File: src/rtl/cfg_pkg.sv
// Shared types and helpers for the configuration-load stage.
package cfg_pkg;

    // Frame width of a connection block: 6 dots x 3 bits.
    localparam int CB_FRAME_W = 18;

    // Widest tile chain the one-hot helper can address.
    localparam int MAX_TILES = 64;

    typedef enum logic [2:0] {
        IDLE   = 3'd0,
        SHIFT  = 3'd1,
        PARITY = 3'd2,
        WRITE  = 3'd3,
        DONE   = 3'd4,
        ERROR  = 3'd5
    } state_e;

    // One-hot write-enable vector for tile idx; callers truncate to their tile count.
    function automatic logic [MAX_TILES-1:0] onehot(input int unsigned idx);
        return {{(MAX_TILES-1){1'b0}}, 1'b1} << idx;
    endfunction

endpackage

File: src/rtl/cfg_loader.sv
// Serial configuration loader: assembles even-parity-checked frames from a
// valid/ready bitstream and strobes them into tiles 0..NUM_TILES-1 in order.
//
// state  | meaning
// -------+-------------------------------------------------------------
// IDLE   | after reset, waiting for start_i
// SHIFT  | accepting the FRAME_W data bits of the current tile, MSB first
// PARITY | accepting the even-parity bit of the current frame
// WRITE  | one-cycle wr_en strobe for the current tile, bits_o = frame
// DONE   | every tile written; done_o held until the next start_i
// ERROR  | parity mismatch; err_o held until the next start_i
module cfg_loader
    import cfg_pkg::*;
#(
    parameter int FRAME_W   = CB_FRAME_W,
    parameter int NUM_TILES = 4
) (
    input  logic                 clk,
    input  logic                 rst_n,
    input  logic                 start_i,
    input  logic                 cfg_data_i,
    input  logic                 cfg_valid_i,
    output logic                 cfg_ready_o,
    output logic [FRAME_W-1:0]   bits_o,
    output logic [NUM_TILES-1:0] wr_en_o,
    output logic                 busy_o,
    output logic                 done_o,
    output logic                 err_o
);

    localparam int TILE_W = (NUM_TILES > 1) ? $clog2(NUM_TILES) : 1;
    localparam int CNT_W  = (FRAME_W > 1) ? $clog2(FRAME_W) : 1;
    localparam logic [CNT_W-1:0]  CNT_LAST  = CNT_W'(FRAME_W - 1);
    localparam logic [TILE_W-1:0] TILE_LAST = TILE_W'(NUM_TILES - 1);

    state_e                state_q, state_d;
    logic [FRAME_W-1:0]    sr_q, sr_d;
    logic                  par_q, par_d;
    logic [CNT_W-1:0]      cnt_q, cnt_d;
    logic [TILE_W-1:0]     tile_q, tile_d;
    logic [NUM_TILES-1:0]  wr_en_q, wr_en_d;
    logic                  done_q, done_d;
    logic                  err_q, err_d;
    logic                  ready;
    logic                  xfer;

    // Ready/busy decode straight from the state register.
    always_comb begin
        ready  = (state_q == SHIFT) || (state_q == PARITY);
        busy_o = (state_q == SHIFT) || (state_q == PARITY) || (state_q == WRITE);
        xfer   = ready && cfg_valid_i;
    end

    assign cfg_ready_o = ready;
    assign bits_o      = sr_q;
    assign wr_en_o     = wr_en_q;
    assign done_o      = done_q;
    assign err_o       = err_q;

    // Next-state, datapath and strobe computation; everything holds by default.
    always_comb begin
        state_d = state_q;
        sr_d    = sr_q;
        par_d   = par_q;
        cnt_d   = cnt_q;
        tile_d  = tile_q;
        wr_en_d = '0;
        done_d  = done_q;
        err_d   = err_q;
        unique case (state_q)
            IDLE, DONE, ERROR: begin
                if (start_i) begin
                    state_d = SHIFT;
                    tile_d  = '0;
                    cnt_d   = '0;
                    par_d   = 1'b0;
                    done_d  = 1'b0;
                    err_d   = 1'b0;
                end
            end
            SHIFT: begin
                if (xfer) begin
                    sr_d  = {sr_q[FRAME_W-2:0], cfg_data_i};
                    par_d = par_q ^ cfg_data_i;
                    if (cnt_q == CNT_LAST) begin
                        cnt_d   = '0;
                        state_d = PARITY;
                    end else begin
                        cnt_d = cnt_q + CNT_W'(1);
                    end
                end
            end
            PARITY: begin
                if (xfer) begin
                    // Strobe is registered here so it is high for the whole WRITE cycle.
                    if ((par_q ^ cfg_data_i) == 1'b0) begin
                        state_d = WRITE;
                        wr_en_d = NUM_TILES'(onehot(32'(tile_q)));
                    end else begin
                        state_d = ERROR;
                        err_d   = 1'b1;
                    end
                end
            end
            WRITE: begin
                if (tile_q == TILE_LAST) begin
                    state_d = DONE;
                    done_d  = 1'b1;
                end else begin
                    state_d = SHIFT;
                    tile_d  = tile_q + TILE_W'(1);
                    cnt_d   = '0;
                    par_d   = 1'b0;
                end
            end
            default: state_d = IDLE;
        endcase
    end

    // State and datapath registers with asynchronous active-low reset.
    always_ff @(posedge clk or negedge rst_n) begin
        if (!rst_n) begin
            state_q <= IDLE;
            sr_q    <= '0;
            par_q   <= 1'b0;
            cnt_q   <= '0;
            tile_q  <= '0;
            wr_en_q <= '0;
            done_q  <= 1'b0;
            err_q   <= 1'b0;
        end else begin
            state_q <= state_d;
            sr_q    <= sr_d;
            par_q   <= par_d;
            cnt_q   <= cnt_d;
            tile_q  <= tile_d;
            wr_en_q <= wr_en_d;
            done_q  <= done_d;
            err_q   <= err_d;
        end
    end

endmodule

File: config.mk
export PLATFORM = sky130hd
export DESIGN_NAME = cfg_loader
export DESIGN_NICKNAME = d
export VERILOG_FILES = /design/src/rtl/cfg_pkg.sv /design/src/rtl/cfg_loader.sv
export SDC_FILE = /design/constraint.sdc
export NUM_CORES = 1
export LEC_CHECK = 0
export BUFFER_PORTS_ARGS = -buffer_cell sky130_fd_sc_hd__buf_4
export CORE_MARGIN = 2
export CORE_UTILIZATION = 49
export CTS_CLUSTER_DIAMETER = 150
export DETAILED_ROUTE_END_ITERATION = 16
export PLACE_DENSITY = 0.7
export SYNTH_ARGS = -nofsm -noshare
export SYNTH_HDL_FRONTEND = slang
export SYNTH_SLANG_ARGS = --single-unit
export TNS_END_PERCENT = 1
File: constraint.sdc
create_clock -name clk -period 1.5 [get_ports clk]
set_input_delay 0.075 -clock clk [delete_from_list [all_inputs] [get_ports clk]]
set_output_delay 0.075 -clock clk [all_outputs]
set_load 0.02 [all_outputs]
======== Word-level counts from Yosys, hierarchy flattened ========
Cells that the tools add are included.
cells by class
  add/sub/neg operators ................... 2
  equality and inequality tests ........... 14
  shifts and indexed selects .............. 1
  mux-type cells .......................... 27
  bitwise logic cells ..................... 1
  reductions and logical operators ........ 14
operators by type and width
  kind                                                                      count
  5-bit 2-to-1 mux                                                          4
  3-bit 2-to-1 mux                                                          6
  5-bit one-hot mux with 3 select lines                                     1
  4-bit 2-to-1 mux                                                          3
  3-bit one-hot mux with 4 select lines                                     1
  4-bit AND reduction                                                       3
  2-bit inequality test (second input constant)                             4
  3-bit by 2-bit == test with 1-bit output (second input constant)          2
  3-bit == test (second input constant)                                     2
  1-bit 2-to-1 mux                                                          6
  2-bit by 1-bit inequality test with 1-bit output (second input constant)  3
  3-bit AND reduction                                                       2
  5-bit by 1-bit adder with 5-bit output (second input constant)            1
  5-bit == test (second input constant)                                     1
  2-bit 2-to-1 mux                                                          2
  1-bit one-hot mux with 2 select lines                                     2
  2-bit one-hot mux with 2 select lines                                     1
  2-bit nonzero test                                                        2
  1-bit by 2-bit << shifter with 4-bit output (first input constant)        1
  3-bit by 1-bit == test with 1-bit output (second input constant)          1
  3-bit zero test                                                           1
  1-bit one-hot mux with 3 select lines                                     1
  3-bit nonzero test                                                        1
  3-bit OR reduction                                                        1
  other kinds (6)                                                           7
storage, ports and cells
  register bits ........................... 35
  bits of input ports ..................... 5
  output and inout port bits .............. 26

======== Longest topological paths before layout ========
  depth after elaboration ................. 5
  gate-level depth with buffers ........... 6
  gate-level depth less buffers ........... 6

======== Worst setup path after synthesis ========
No wires, ideal clock.
  kind .................................... reg2reg
  from .................................... reg state_q[1]
  to ...................................... reg sr_q[10], in the netlist bits_o[10]
  library setup time ...................... 0.125 ns
  data arrival time ....................... 1.307 ns
  data required time ...................... 1.375 ns
  path slack .............................. 0.068 ns
  cell stages (with the launch flop) ...... 6
  period minus slack after synthesis ...... 1.432 ns
  path through ............................ dfrtp_1 -> buf_6 -> and4bb_1 -> buf_6 -> buf_6 -> mux2_4
on the way
  cells in the longest elaborated chain, start to end .. 4
  elaborated cells on any way between the ends .. 5
  those cells by class .................... 2 x eq/ne; 3 x reduce/logical
ends and longest elaborated chain
  element                                                                                                      RTL line                            source
  from (decl)                                                                                                  cfg_loader.sv:36                    state_e state_q, state_d;
  from (signal assigned)                                                                                       cfg_loader.sv:132                   state_q <= state_d;
  3-bit by 1-bit == test with 1-bit output / 3-bit by 2-bit == test with 1-bit output (equally long branches)  cfg_loader.sv:49, cfg_loader.sv:70
  1-bit logical OR                                                                                             cfg_loader.sv:49                    ready = (state_q == SHIFT) || (state_q == PARITY);
  1-bit logical AND                                                                                            cfg_loader.sv:51                    xfer = ready && cfg_valid_i;
  2-bit AND reduction (no line) (*)                                                                            n/a
  to (signal assigned)                                                                                         cfg_loader.sv:133                   sr_q <= sr_d;
  to (decl)                                                                                                    cfg_loader.sv:37                    logic [FRAME_W-1:0] sr_q, sr_d;
Every way passes the cells marked *; elsewhere a longest branch is shown, timed or not.
A chain may end at the register's enable or synchronous reset.

======== Worst setup path in the final report ========
  from .................................... reg cnt_q[1]
  to ...................................... reg cnt_q[1]
on the way
  cells in the longest elaborated chain, start to end .. 4
  elaborated cells on any way between the ends .. 5
  those cells by class .................... 1 x add/sub; 1 x eq/ne; 3 x mux
ends and longest elaborated chain
  element                                                                         RTL line                            source
  from (decl)                                                                     cfg_loader.sv:39                    logic [CNT_W-1:0] cnt_q, cnt_d;
  from (signal assigned)                                                          cfg_loader.sv:135                   cnt_q <= cnt_d;
  5-bit by 1-bit adder with 5-bit output / 5-bit == test (equally long branches)  cfg_loader.sv:89, cfg_loader.sv:85
  5-bit 2-to-1 mux (*)                                                            cfg_loader.sv:85                    if (cnt_q == CNT_LAST) begin
  5-bit 2-to-1 mux (*)                                                            cfg_loader.sv:82                    if (xfer) begin
  5-bit one-hot mux with 3 select lines (*)                                       cfg_loader.sv:70                    unique case (state_q)
Every way passes the cells marked *; elsewhere a longest branch is shown, timed or not. The select of a mux whose other input is x is not followed.

==> flow_summary.rst <==
.. list-table::
   :header-rows: 1

   * - Metric
     - Value
   * - Internal cell power
     - 2.968 mW
   * - Maximum fanout along the worst path
     - 3
   * - Final setup fails
     - 1
   * - Worst-Skew Late Latency
     - 0.34 ns
   * - Post-DRT Antenna Nets
     - 0
   * - Dominant cell by count in the synthesized netlist
     - sky130_fd_sc_hd__dfrtp_1
   * - Syn Inst Count
     - 138
   * - Overall global routing resource usage
     - 0.1774
   * - Post-Route Setup TNS
     - -0.09650 ns
   * - Vias/cell
     - 5.283
   * - Root Buffer Master
     - sky130_fd_sc_hd__clkbuf_4
   * - Total wire length
     - 3346 um
   * - Total I/O pin count
     - 31
   * - Portion of the post-synthesis area used by sequential elements
     - 0.5098
   * - Total via count after detailed routing
     - 1,231
   * - Min Clock Period, post-route
     - 1.597 ns
   * - Initial DRT Pass Iterations
     - 4
   * - Endpoint kind of the worst setup timing path
     - register
   * - Layout cells sized above 1
     - 0.4225
   * - Leakage component of the power
     - 1.063 nW
   * - Slowest cell on the critical path
     - sky130_fd_sc_hd__or4_4
   * - Summed instance area of the synthesized netlist
     - 1718 sq um
   * - Leading register cell type out of synthesis
     - sky130_fd_sc_hd__dfrtp_1
   * - Relative slew slack
     - 0.6727
   * - Maximum number of pins on one net before global-route repair
     - 36
   * - Final GP Congestion
     - 0.7793
   * - RR Startpoint
     - cnt_q[1]$_DFFE_PN0P_
   * - Share of power burned in combinational logic
     - 0.511
   * - Post-DP HPWL
     - 2190 um
   * - Initial standard-cell utilization of the core
     - 0.5108
   * - Proportion of netlist area held by the largest area contributor
     - 0.5098
   * - Final Skew
     - 0.01000 ns
   * - Place WS
     - -0.03718 ns
   * - Mean instance size in the synthesized netlist
     - 12.45 sq um
   * - Detailed Route Iter0 Violations
     - 56
   * - Ranking of synthesized cells by area
     - sky130_fd_sc_hd__dfrtp_1 51%, sky130_fd_sc_hd__mux2_4 15%, sky130_fd_sc_hd__ha_1 4.4%, sky130_fd_sc_hd__a21oi_1 2.0%, sky130_fd_sc_hd__buf_6 2.0%
   * - Failing checks
     - negative setup slack
   * - Number of violations of the max-capacitance limit
     - 0
   * - Worst Hold Margin
     - 0.03878 ns
   * - Yosys warning count
     - 0
   * - Average routed wire per standard cell
     - 14.36 um
   * - Share of the clock period used by the worst path after layout
     - 1.064
   * - Number of nets produced by synthesis
     - 149
   * - Proportion of register bits with asynchronous set or reset after synthesis
     - 1.000
   * - Maximum level of the CTS H-tree
     - 2
   * - Pwr Density
     - 2148 nW/um^2
   * - Maximum clock frequency
     - 626.4 MHz
   * - Source of the critical timing path
     - cnt_q[1]$_DFFE_PN0P_
   * - Count of flip-flops with a built-in enable after synthesis
     - 0
   * - Synth-to-Final Area Change
     - 27.46%
   * - Remaining routing DRC violations
     - 0
   * - Sw Share
     - 0.3688
   * - Register clock-pin slew on the reported worst setup and hold paths
     - 0.11 ns
   * - Clock tree from TritonCTS
     - built
   * - Largest buffer count on any clock path
     - 2
   * - Result of the run
     - finished with violations
   * - Diodes inserted
     - 0
   * - Number of instances on the worst hold path
     - 3
   * - Core footprint
     - 3363 sq um
   * - Die H
     - 63.21 um
   * - Sw Pwr
     - 1.734 mW
   * - Kind of critical path
     - register to register
   * - Worst Setup Slack, final
     - -0.09650 ns
   * - Number of endpoints with negative hold slack in the final report
     - 0
   * - Required time at the endpoint of the critical path
     - 1.76 ns
   * - Path type of the worst min-delay path
     - primary input to register
   * - Antenna violations before repair
     - 0
   * - Grt ovf
     - 0
   * - Count of input and output buffers
     - 30
   * - Cell Rows
     - 21
   * - Sequential share of power
     - 0.339
   * - Worst ir drop on vdd
     - 0.9148 mV
   * - Delay of the slowest critical-path stage
     - 0.42 ns
   * - Number of CTS-inserted buffers
     - 5
   * - Global-route wire length before repair
     - 5492 um
   * - Measured slew at the worst slew-check pin
     - 0.4864 ns
   * - Fraction of power consumed by the clock network
     - 0.150
   * - Number of global-route vias before repair
     - 1,232
   * - Dominant cell type by area after synthesis
     - sky130_fd_sc_hd__dfrtp_1
   * - Setup slack of the worst register-to-register path
     - -0.1 ns
   * - Filler Cell Count
     - 257
   * - RR Endpoint
     - cnt_q[1]$_DFFE_PN0P_
   * - Top post-synthesis cells by count
     - 35 x sky130_fd_sc_hd__dfrtp_1, 17 x sky130_fd_sc_hd__mux2_4, 7 x sky130_fd_sc_hd__a21oi_1, 7 x sky130_fd_sc_hd__nand2_1
   * - Die Wd
     - 63.21 um
   * - Min-delay src
     - cfg_valid_i
   * - Final Net Count
     - 197
   * - Cell depth of the worst flop-to-flop path
     - 5
   * - CP startpoint kind
     - register
   * - Hold Crit Endpoint
     - err_o$_DFFE_PN0P_
   * - RSZ-0062 raised after global routing
     - true
   * - Library cells used by synthesis
     - 38
   * - Clock net sink count
     - 35
   * - Total of flip-flops plus latches after synthesis
     - 35
   * - Arrival time at the worst endpoint
     - 1.86 ns
   * - Die area
     - 3996 sq um
   * - List of cells traversed by the critical path
     - inv_2 -> ha_1 -> and4bb_2 -> or4_4 -> mux2i_2
   * - Max Transition Viols Final
     - 0
cells by family (layout without fill, tap and decap cells):
logic type / Yosys count / count (layout) / share of synthesized area
simple gates: 37 / 37 / 0.1311
flops: 35 / 35 / 0.5098
compound gates: 25 / 25 / 0.09104
mux: 20 / 20 / 0.1668
buf+inv: 14 / 63 / 0.05244
fa+ha+maj: 6 / 6 / 0.04370
xor+xnor: 1 / 1 / 0.005099
worst max-delay path by stage:
stage                                  end  cells after the start
floorplan           bits_o[10]$_DFFE_PN0P_                      5
global placement      cnt_q[1]$_DFFE_PN0P_                      5
detailed placement    cnt_q[1]$_DFFE_PN0P_                      5
CTS                   cnt_q[1]$_DFFE_PN0P_                      5
global route          cnt_q[1]$_DFFE_PN0P_                      5
finish                cnt_q[1]$_DFFE_PN0P_                      5
critical path, delay by kind of cell, from the launching register on:
kind                       cells  cell delay, ns
buffers and inverters          1            0.06
DFF                            1            0.40
muxes                          1            0.19
and+or+nand+nor                2            0.69
adders and majority gates      1            0.17
layout by cell type, fill, tap and decap left out, types with 2 or more instances in the layout:
cell type and count:
sky130_fd_sc_hd__o21ai_0 3, sky130_fd_sc_hd__nand2_1 7, sky130_fd_sc_hd__clkbuf_4 5, sky130_fd_sc_hd__ha_1 6, sky130_fd_sc_hd__dlygate4sd3_1 3, sky130_fd_sc_hd__mux2_4 17, sky130_fd_sc_hd__o31ai_1 2, sky130_fd_sc_hd__nand3b_1 2
sky130_fd_sc_hd__nand3_1 6, sky130_fd_sc_hd__and2_1 4, sky130_fd_sc_hd__inv_1 5, sky130_fd_sc_hd__inv_2 2, sky130_fd_sc_hd__nor2_1 6, sky130_fd_sc_hd__dfrtp_1 35, sky130_fd_sc_hd__a31oi_1 3, sky130_fd_sc_hd__a21oi_1 7
sky130_fd_sc_hd__o211ai_1 2, sky130_fd_sc_hd__buf_4 43, sky130_fd_sc_hd__o21ai_1 3
flip-flops by register name, summed over array words and instances (netlist names):
name and count:
done_o 1, wr_en_o 4, err_o 1, par_q 1, bits_o 18, cnt_q 5
state_q 3, tile_q 2
metrics by stage:
stage,cell area (sq um),instances,total power [mW],util
after floorplan,1718,138,3.089,-
after global placement,2024,217,3.774,0.6019
after detailed placement,2024,217,3.856,0.6019
after CTS,2152,229,4.602,0.6399
after global routing,2190,233,5.000,0.6510
final,2190,233,4.703,0.6510
layer usage:
metal / part of all wire / vias up / track usage
met1: 0.44 / 599 / 0.2156
met3: 0.055 / 5 / 0.04821
met5: 0 / - / 0
li1: - / 587 / -
met4: 0.016 / 0 / 0.06793
met2: 0.49 / 40 / 0.3005
power groups by stage:
stage / Combinational, mW / Clock, mW / Sequential (mW)
after detailed placement: 2.24 / 0 / 1.61
after global placement: 2.18 / 0 / 1.59
after CTS: 2.28 / 0.727 / 1.59
after global routing: 2.58 / 0.780 / 1.64
final: 2.40 / 0.704 / 1.60
after floorplan: 1.22 / 0 / 1.87
cell type report:
class                   instances  area (sq um)  area share
multi-input cells              89         759.5      0.3469
clock buffers                   6         51.30     0.02343
well taps                      46         57.56     0.02629
repair buffers                 48         384.1      0.1754
clock inverters                 2         35.03     0.01600
inverters                       7         26.28     0.01200
flip-flops and latches         35         875.8      0.4000
repair_timing:
action,4_1_cts,5_1_grt
endpoints found under the hold margin,37,0
hold buffers,3,0
buffers inserted,1,4
pin swaps,0,1
resized for setup,1,4
setup endpoints to repair,2,4
No activity file was read; power rests on OpenSTA's default activity.
